### config.mk
export PLATFORM = sky130hd
export DESIGN_NAME = fixed_to_bcd_formatter
export DESIGN_NICKNAME = d
export VERILOG_FILES = /design/src/rtl/fixed_to_bcd_formatter_pkg.sv /design/src/rtl/fixed_to_bcd_formatter_bcd_dd_digit.sv /design/src/rtl/fixed_to_bcd_formatter.sv
export SDC_FILE = /design/constraint.sdc
export NUM_CORES = 1
export LEC_CHECK = 0
export ABC_AREA = 1
export BUFFER_PORTS_ARGS = -buffer_cell sky130_fd_sc_hd__buf_2
export CORE_UTILIZATION = 60
export CTS_BUF_LIST = sky130_fd_sc_hd__clkbuf_2 sky130_fd_sc_hd__clkbuf_4 sky130_fd_sc_hd__clkbuf_8
export DETAILED_ROUTE_END_ITERATION = 7
export PLACE_DENSITY = 0.81
export SETUP_SLACK_MARGIN = 0.3
export SYNTH_ARGS = -nofsm -noshare
export SYNTH_HDL_FRONTEND = slang
export SYNTH_SLANG_ARGS = --single-unit
### constraint.sdc
create_clock -name clk -period 2.3 [get_ports clk]
set_input_delay 0.46 -clock clk [delete_from_list [all_inputs] [get_ports clk]]
set_output_delay 0.46 -clock clk [all_outputs]
set_load 0.01 [all_outputs]
### src/rtl/fixed_to_bcd_formatter_pkg.sv
// Shared constants and state encoding for the Q16.16 to BCD display formatter.
package fixed_to_bcd_formatter_pkg;

   localparam int FIX_INT_BITS   = 16;
   localparam int FIX_FRAC_BITS  = 16;
   localparam int BCD_DIGIT_W    = 4;
   localparam int INT_BCD_DIGITS = 5;
   localparam int INT_BCD_W      = BCD_DIGIT_W * INT_BCD_DIGITS;

   typedef enum logic [2:0] {
      ST_IDLE = 3'd0,
      ST_ABS  = 3'd1,
      ST_INT  = 3'd2,
      ST_FRAC = 3'd3,
      ST_DONE = 3'd4
   } fmt_state_e;

endpackage

### src/rtl/fixed_to_bcd_formatter_bcd_dd_digit.sv
// Double-dabble correction cell: one BCD digit gets +3 when it would carry
// past 9 after the next left shift.
module bcd_dd_digit
   import fixed_to_bcd_formatter_pkg::*;
(
   input  logic [BCD_DIGIT_W-1:0] digit_in,
   output logic [BCD_DIGIT_W-1:0] digit_out
);

   always_comb begin
      digit_out = digit_in;
      if (digit_in >= BCD_DIGIT_W'(5)) digit_out = digit_in + BCD_DIGIT_W'(3);
   end

endmodule

### src/rtl/fixed_to_bcd_formatter.sv
// Signed Q16.16 to sign-magnitude BCD formatter: double-dabble integer part,
// multiply-by-10 fraction part (truncated), valid/ready on both sides.
//
//   state   | meaning
//   IDLE    | in_ready high, waiting for an input handshake
//   ABS     | take magnitude, seed integer and fraction working registers
//   INT     | 16 double-dabble iterations on the integer magnitude
//   FRAC    | FRAC_DIGITS multiply-by-10 steps, one digit per cycle
//   DONE    | out_valid high, outputs held until out_ready
module fixed_to_bcd_formatter
   import fixed_to_bcd_formatter_pkg::*;
#(
   parameter int FRAC_DIGITS = 4
) (
   input  logic                       clk,
   input  logic                       rst,
   input  logic                       in_valid,
   output logic                       in_ready,
   input  logic [31:0]                in_data,
   output logic                       out_valid,
   input  logic                       out_ready,
   output logic                       out_neg,
   output logic [INT_BCD_W-1:0]       out_int_bcd,
   output logic [4*FRAC_DIGITS-1:0]   out_frac_bcd
);

   localparam int FW   = BCD_DIGIT_W * FRAC_DIGITS;
   localparam int DD_W = INT_BCD_W + FIX_INT_BITS;
   localparam int FF_W = FIX_FRAC_BITS + BCD_DIGIT_W;

   if (FRAC_DIGITS < 1 || FRAC_DIGITS > 5) begin : g_frac_digits_check
      $error("fixed_to_bcd_formatter: FRAC_DIGITS must be in 1..5");
   end

   fmt_state_e state_q, state_d;

   logic [31:0]          data_q;
   logic [31:0]          mag;
   logic                 neg_raw_q;
   logic [4:0]           cnt_q;
   logic [DD_W-1:0]      dd_q;
   logic [INT_BCD_W-1:0] bcd_adj;
   logic [FF_W-1:0]      frac_f_q;
   logic [FF_W-1:0]      frac_p;
   logic [FW-1:0]        frac_sr_q;
   logic [FW-1:0]        frac_sr_next;

   always_ff @(posedge clk) begin
      if (rst) state_q <= ST_IDLE;
      else     state_q <= state_d;
   end

   always_comb begin
      state_d = state_q;
      case (state_q)
         ST_IDLE: if (in_valid)      state_d = ST_ABS;
         ST_ABS:                     state_d = ST_INT;
         ST_INT:  if (cnt_q == 5'd0) state_d = ST_FRAC;
         ST_FRAC: if (cnt_q == 5'd0) state_d = ST_DONE;
         ST_DONE: if (out_ready)     state_d = ST_IDLE;
         default:                    state_d = ST_IDLE;
      endcase
   end

   always_comb begin
      in_ready  = (state_q == ST_IDLE);
      out_valid = (state_q == ST_DONE);
   end

   for (genvar i = 0; i < INT_BCD_DIGITS; i++) begin : g_dd
      bcd_dd_digit u_dd (
         .digit_in  (dd_q[FIX_INT_BITS + BCD_DIGIT_W*i +: BCD_DIGIT_W]),
         .digit_out (bcd_adj[BCD_DIGIT_W*i +: BCD_DIGIT_W])
      );
   end

   always_comb begin
      mag          = data_q[31] ? (~data_q + 32'd1) : data_q;
      frac_p       = (frac_f_q << 3) + (frac_f_q << 1);
      // The oldest digit slides toward the MS nibble; the cast drops the overflow nibble.
      frac_sr_next = FW'({frac_sr_q, frac_p[FF_W-1:FIX_FRAC_BITS]});
   end

   always_ff @(posedge clk) begin
      if (rst) begin
         data_q       <= '0;
         neg_raw_q    <= 1'b0;
         cnt_q        <= '0;
         dd_q         <= '0;
         frac_f_q     <= '0;
         frac_sr_q    <= '0;
         out_neg      <= 1'b0;
         out_int_bcd  <= '0;
         out_frac_bcd <= '0;
      end else begin
         case (state_q)
            ST_IDLE: if (in_valid) data_q <= in_data;
            ST_ABS: begin
               neg_raw_q <= data_q[31];
               dd_q      <= {{INT_BCD_W{1'b0}}, mag[31:FIX_FRAC_BITS]};
               frac_f_q  <= {{BCD_DIGIT_W{1'b0}}, mag[FIX_FRAC_BITS-1:0]};
               frac_sr_q <= '0;
               cnt_q     <= 5'(FIX_INT_BITS - 1);
            end
            ST_INT: begin
               dd_q <= {bcd_adj, dd_q[FIX_INT_BITS-1:0]} << 1;
               if (cnt_q == 5'd0) cnt_q <= 5'(FRAC_DIGITS - 1);
               else               cnt_q <= cnt_q - 5'd1;
            end
            ST_FRAC: begin
               frac_sr_q <= frac_sr_next;
               frac_f_q  <= {{BCD_DIGIT_W{1'b0}}, frac_p[FIX_FRAC_BITS-1:0]};
               if (cnt_q == 5'd0) begin
                  out_int_bcd  <= dd_q[DD_W-1:FIX_INT_BITS];
                  out_frac_bcd <= frac_sr_next;
                  // A value that truncates to zero never shows a minus sign.
                  out_neg      <= neg_raw_q &
                                  ((dd_q[DD_W-1:FIX_INT_BITS] != '0) || (frac_sr_next != '0));
               end else begin
                  cnt_q <= cnt_q - 5'd1;
               end
            end
            default: ;
         endcase
      end
   end

endmodule

After elaboration in Yosys (flattened, before gate mapping)
Index checks and enable logic that the tools add are counted.

Latch bits: 0. Memories: 0. Output and inout bits: 39. Input bits: 36. Register bits: 145. RAM bits: 0. Logic and storage cells: 63. Memory bits (read-only): 0.

Shift-type cells: 0. Order comparisons: 5. Div/mod/pow operators: 0. Multiplexer cells: 17. Bitwise gates (word level): 2. Equal/unequal tests: 9. Add/subtract/negate cells: 8. $mul: 0. Reductions and logical operators: 12.

Operators with widths (count): one-hot mux 36 bit (2 select lines) (1); one-hot mux 19 bit (2 select lines) (1); adder 32 x 1 -> 32 bit (second input constant) (1); two-way mux 32 bit (1); NOT 32 bit (1); one-hot mux 12 bit (2 select lines) (1); adder 20 bit (1); greater-or-equal comparator 4 x 3 -> 1 bit (second input constant) (5); nonzero test 20 bit (1); adder 4 x 2 -> 4 bit (second input constant) (4); two-way mux 4 bit (4); nonzero test 16 bit (1); two-way mux 3 bit (5); one-hot mux 3 bit (5 select lines) (1); one-hot mux 5 bit (3 select lines) (1); two-way mux 5 bit (2); != test 2 bit (second input constant) (4); equality test 3 x 2 -> 1 bit (second input constant) (2); AND reduction 2 bit (3); logical NOT 5 bit (1); subtractor 5 x 1 -> 5 bit (second input constant) (1); AND reduction 4 bit (1); nonzero test 2 bit (2); adder 3 x 2 -> 3 bit (second input constant) (1); 7 further kinds (7).

Longest topological paths before layout
Word-level depth: 4. Depth in mapped cells: 14. Depth with buffers taken out: 14.

Modules after synthesis
A second synthesis with hierarchy kept.

Cell total of the unflattened synthesis: 1159. Area, all modules: 7702.4 um2.

By module, submodules not included: fixed_to_bcd_formatter (sequential area each 2842.7 um2, cells each 1044, area an instance 7026.7 um2, times used 1); bcd_dd_digit (sequential area each 0.0 um2, cells each 23, area an instance 135.1 um2, times used 5).

Least setup slack after synthesis
No wires, ideal clock.

Path type: register to register. Start: reg frac_f_q[2]. End: reg frac_f_q[15]. Stages on the path, launching flop included: 15. Path buffers: 0. Period minus slack after synthesis: 1.772 ns. Arrival: 1.701 ns. Path slack: 0.528 ns. Data required time: 2.230 ns. Cells stage by stage: dfxtp_1 > ha_1 > inv_1 > fa_1 > inv_1 > nand3_1 > nand3_1 > nand2_1 > nand2_1 > nand3_1 > nand2_1 > nor2_1 > nor2_1 > nand2_1 > a21oi_1.

Cells in the longest elaborated chain, start to end: 2.

RTL lines: start, declared (line fixed_to_bcd_formatter.sv:43) `logic [FF_W-1:0] frac_f_q;`; start signal, assigned (line fixed_to_bcd_formatter.sv:101) `frac_f_q <= {{BCD_DIGIT_W{1'b0}}, mag[FIX_FRAC_BITS-1:0]};`; start signal, assigned (line fixed_to_bcd_formatter.sv:112) `frac_f_q <= {{BCD_DIGIT_W{1'b0}}, frac_p[FIX_FRAC_BITS-1:0]};`; adder 20 bit (line fixed_to_bcd_formatter.sv:79) `frac_p = (frac_f_q << 3) + (frac_f_q << 1);`; one-hot mux 19 bit (2 select lines) (line fixed_to_bcd_formatter.sv:96) `case (state_q)`.

Every way passes these cells. The select of a mux whose other input is x is not followed. A chain may end at the register's enable or synchronous reset.

Worst setup path in the final report
Start: reg frac_f_q[2]. End: reg frac_f_q[13].

Same word-level chain as after synthesis.

==> impl_metrics.yaml <==
global_route:
  grt_max_degree: 73
  grt_remaining_overflow: 0
  grt_pass1_vias: 6538
  grt_pass1_wl_um: 29600
  grt_use_total_pct: 28.3
  antenna_found_initial: 0
place:
  post_dp_cell_area_um2: 8090
  dpl.hpwl_um: 12400
  place_congestion: 0.963
  port_buffers: 74
cts:
  htree_levels: 4
  clkTransAtPathRegs_ns: 0.08
  cts_buffer_depth: 2
  root_buffer: "clkbuf_8"
  cts_sinks: 142
  cts_inserted_buffers: 17
  cts_tree: "built"
  clock_latency_ns: 0.46
  post_cts_buffers: 0
critical_path:
  r2r-start: "frac_f_q[2]$_SDFFE_PP0P_"
  cp_cell_sequence: "ha_2 > inv_1 > fa_2 > inv_1 > nand2_1 > nand3_1 > inv_1 > o21bai_1 > o21ai_0 > a21oi_1 > nor2_1 > nor2_1"
  critPathRequiredTime_ns: 2.69
  cp.arrival_ns: 2.27
  cpLargestDelayFamily: "adder cells"
  crit_buf_inv: 3
  crit_start: "frac_f_q[2]$_SDFFE_PP0P_"
  critPathCapture: "frac_f_q[13]$_SDFFE_PP0P_"
  cp_max_fo: 4
  cp_num_cells: 12
  reg2reg_depth: 12
  cp-end-kind: "flip-flop"
  startpoint_type: "flip-flop"
  regToRegEndpoint: "frac_f_q[13]$_SDFFE_PP0P_"
  crit_type: "flip-flop to flip-flop"
  rrSetupSlack_ns: 0.41
  slowest_delay_ns: 0.35
  cpMaxStageDelayCell: "dfxtp_2"
  crit_top_cell: "inv_1"
detailed_routing:
  drt-pass1-iter-count: 7
  drc: 0
  drtAntennaViolNets: 0
  drtIter0Drc: 541
  post_drt_wl_per_cell_um: 13.2
  vias_per_cell: 5.39
  drt-total-wl_um: 18000
  vias: 7357
floorplan:
  core_um2: 12200
  dieArea_um2: 13100
  start_util_pct: 62.5
  num_io_pins: 75
  die_w_um: 115
  die_h_um: 115
  fp-row-count: 40
logic_synthesis:
  syn_nets: 1190
  ys_top_cells_by_area: "dfxtp_1, nand2_1, a21oi_1"
  yosysTopAreaCell: "dfxtp_1"
  synthFlopType: "dfxtp_1"
  ys_types: 43
  syn_area_per_cell_um2: 6.76
  synthArstFlopShare_pct: 0
  synth_most_common_cell: "nand2_1"
  yosysSeqAreaShare_pct: 37.4
  synth-edff-count: 0
  syn_inst: 1123
  ys_warn_count: 0
  yosysTopAreaCellShare_pct: 37.4
  synth_seq_cells: 142
  synth_area_um2: 7600
  synth_common_cells: "nand2_1, dfxtp_1, a21oi_1"
timing:
  final.setup_skew_ns: 0.0112
  rsz0062_at_grt: "true"
  relSlewSlack_pct: 50.7
  finalSetupTns_ns: 0
  period_needed_ns: 1.89
  final_max_slew_viol_count: 0
  holdWs_ns: 0.278
  hold_viol: 0
  setup_viol: 0
  fmax_ghz: 0.530
  fin_crit_sh_pct: 82.0
  worst_pin_slew_ns: 0.739
finish:
  syn2layout_area_growth_pct: 13.5
  finalInstanceArea_um2: 8620
  layout-drive-gt1-share_pct: 15.1
  diodes: 0
  fill_cells: 1079
  nets: 1251
run:
  drv_cap: 0
power_and_ir_drop:
  ir_drop_v: 0.000706
  leakagePower_nw: 3.73
  p_per_area_nw_per_um2: 724
  total_power_w: 0.00624
run_status:
  status: "completed"
hold_path:
  hold_class: "input port to flip-flop"
[power by group]
group	switching [W]	internal [W]	total [W]	leakage, nW
logic	0.000989	0.000532	0.00152	2.38
registers	0.000138	0.00265	0.00279	1.16
clock network	0.000983	0.000948	0.00193	0.198
total	0.00211	0.00413	0.00624	3.73
[sequential cells by signal, indices dropped and copies added, names as in the netlist]
signal        cells
state_q           3
frac_f_q         16
out_frac_bcd     16
cnt_q             5
data_q           32
frac_sr_q        12
neg_raw_q         1
dd_q             36
out_int_bcd      20
out_neg           1
[cell families after synthesis]
family,Yosys count,share of synthesized area (%)
simple gates,460,25.9
compound gates,290,20.4
buf+inv,195,10.5
flops,142,37.4
fa+ha+maj,31,5.21
xor+xnor,5,0.577
[worst min-delay path, stage by stage]
cell,delay (ns)
buf_2,0.07
o21ai_0,0.07
a21oi_1,0.10
[repair_timing]
action | CTS | global route
endpoints found under the setup margin | 0 | 18
hold buffers | 0 | 0
resized for setup | 0 | 30
[worst min-delay path by stage]
stage | cells after the start | start | slack (ns) | end
finish | 3 | in_data[26] | 0.28 | data_q[26]$_SDFFE_PP0P_
global route | 3 | in_data[22] | 0.27 | data_q[22]$_SDFFE_PP0P_
CTS | 3 | in_data[24] | 0.26 | data_q[24]$_SDFFE_PP0P_
detailed placement | 2 | frac_sr_q[11]$_SDFFE_PP0P_ | 0.46 | frac_sr_q[11]$_SDFFE_PP0P_
global placement | 2 | dd_q[19]$_SDFFE_PP0P_ | 0.45 | dd_q[19]$_SDFFE_PP0P_
floorplan | 2 | data_q[0]$_SDFFE_PP0P_ | 0.44 | frac_f_q[0]$_SDFFE_PP0P_
[area by class of cell]
| type | instances | area (um^2) | share of cell area, % |
|---|---|---|---|
| multi-input combinational | 786 | 4070 | 47.2 |
| sequential | 142 | 2850 | 33.1 |
| timing repair buffer | 91 | 553 | 6.42 |
| inverter | 146 | 551 | 6.39 |
| clock buffer | 21 | 277 | 3.21 |
| tap | 168 | 210 | 2.44 |
| clock inverter | 11 | 109 | 1.26 |
[layout by cell type (no fill, tap or decap), drive strengths merged, types with 2 or more instances in the layout]
cell and count:
a21oi 141, a31oi 13, buf 90, clkbuf 22
clkinv 6, dfxtp 142, ha 30, inv 149
nand2 245, nand3 67, nand4 18, nor2 110
nor3 12, o211ai 7, o21ai 107, o22ai 12
o311ai 3, o31ai 2, or2 6, xnor2 2
xor2 3
[layer usage]
layer | share of wire [%] | vias up | track usage, %
met3 | 5.4 | 28 | 6.56
met2 | 47 | 209 | 46.9
met5 | 0 | - | 0
met4 | 1.7 | 0 | 9.70
met1 | 46 | 3290 | 36.2
li1 | - | 3830 | -
[stage by stage]
| stage | instances | util (%) | setup WS, ns |
|---|---|---|---|
| 2_1_floorplan | 1123 | - | 0.528 |
| 3_3_place_gp | 1332 | 66.5 | 0.370 |
| 3_5_place_dp | 1332 | 66.5 | 0.329 |
| 4_1_cts | 1364 | 69.7 | 0.328 |
| 5_1_grt | 1365 | 70.9 | 0.224 |
| 6_report | 1365 | 70.9 | 0.413 |
No activity file was read; power rests on OpenSTA's default activity.
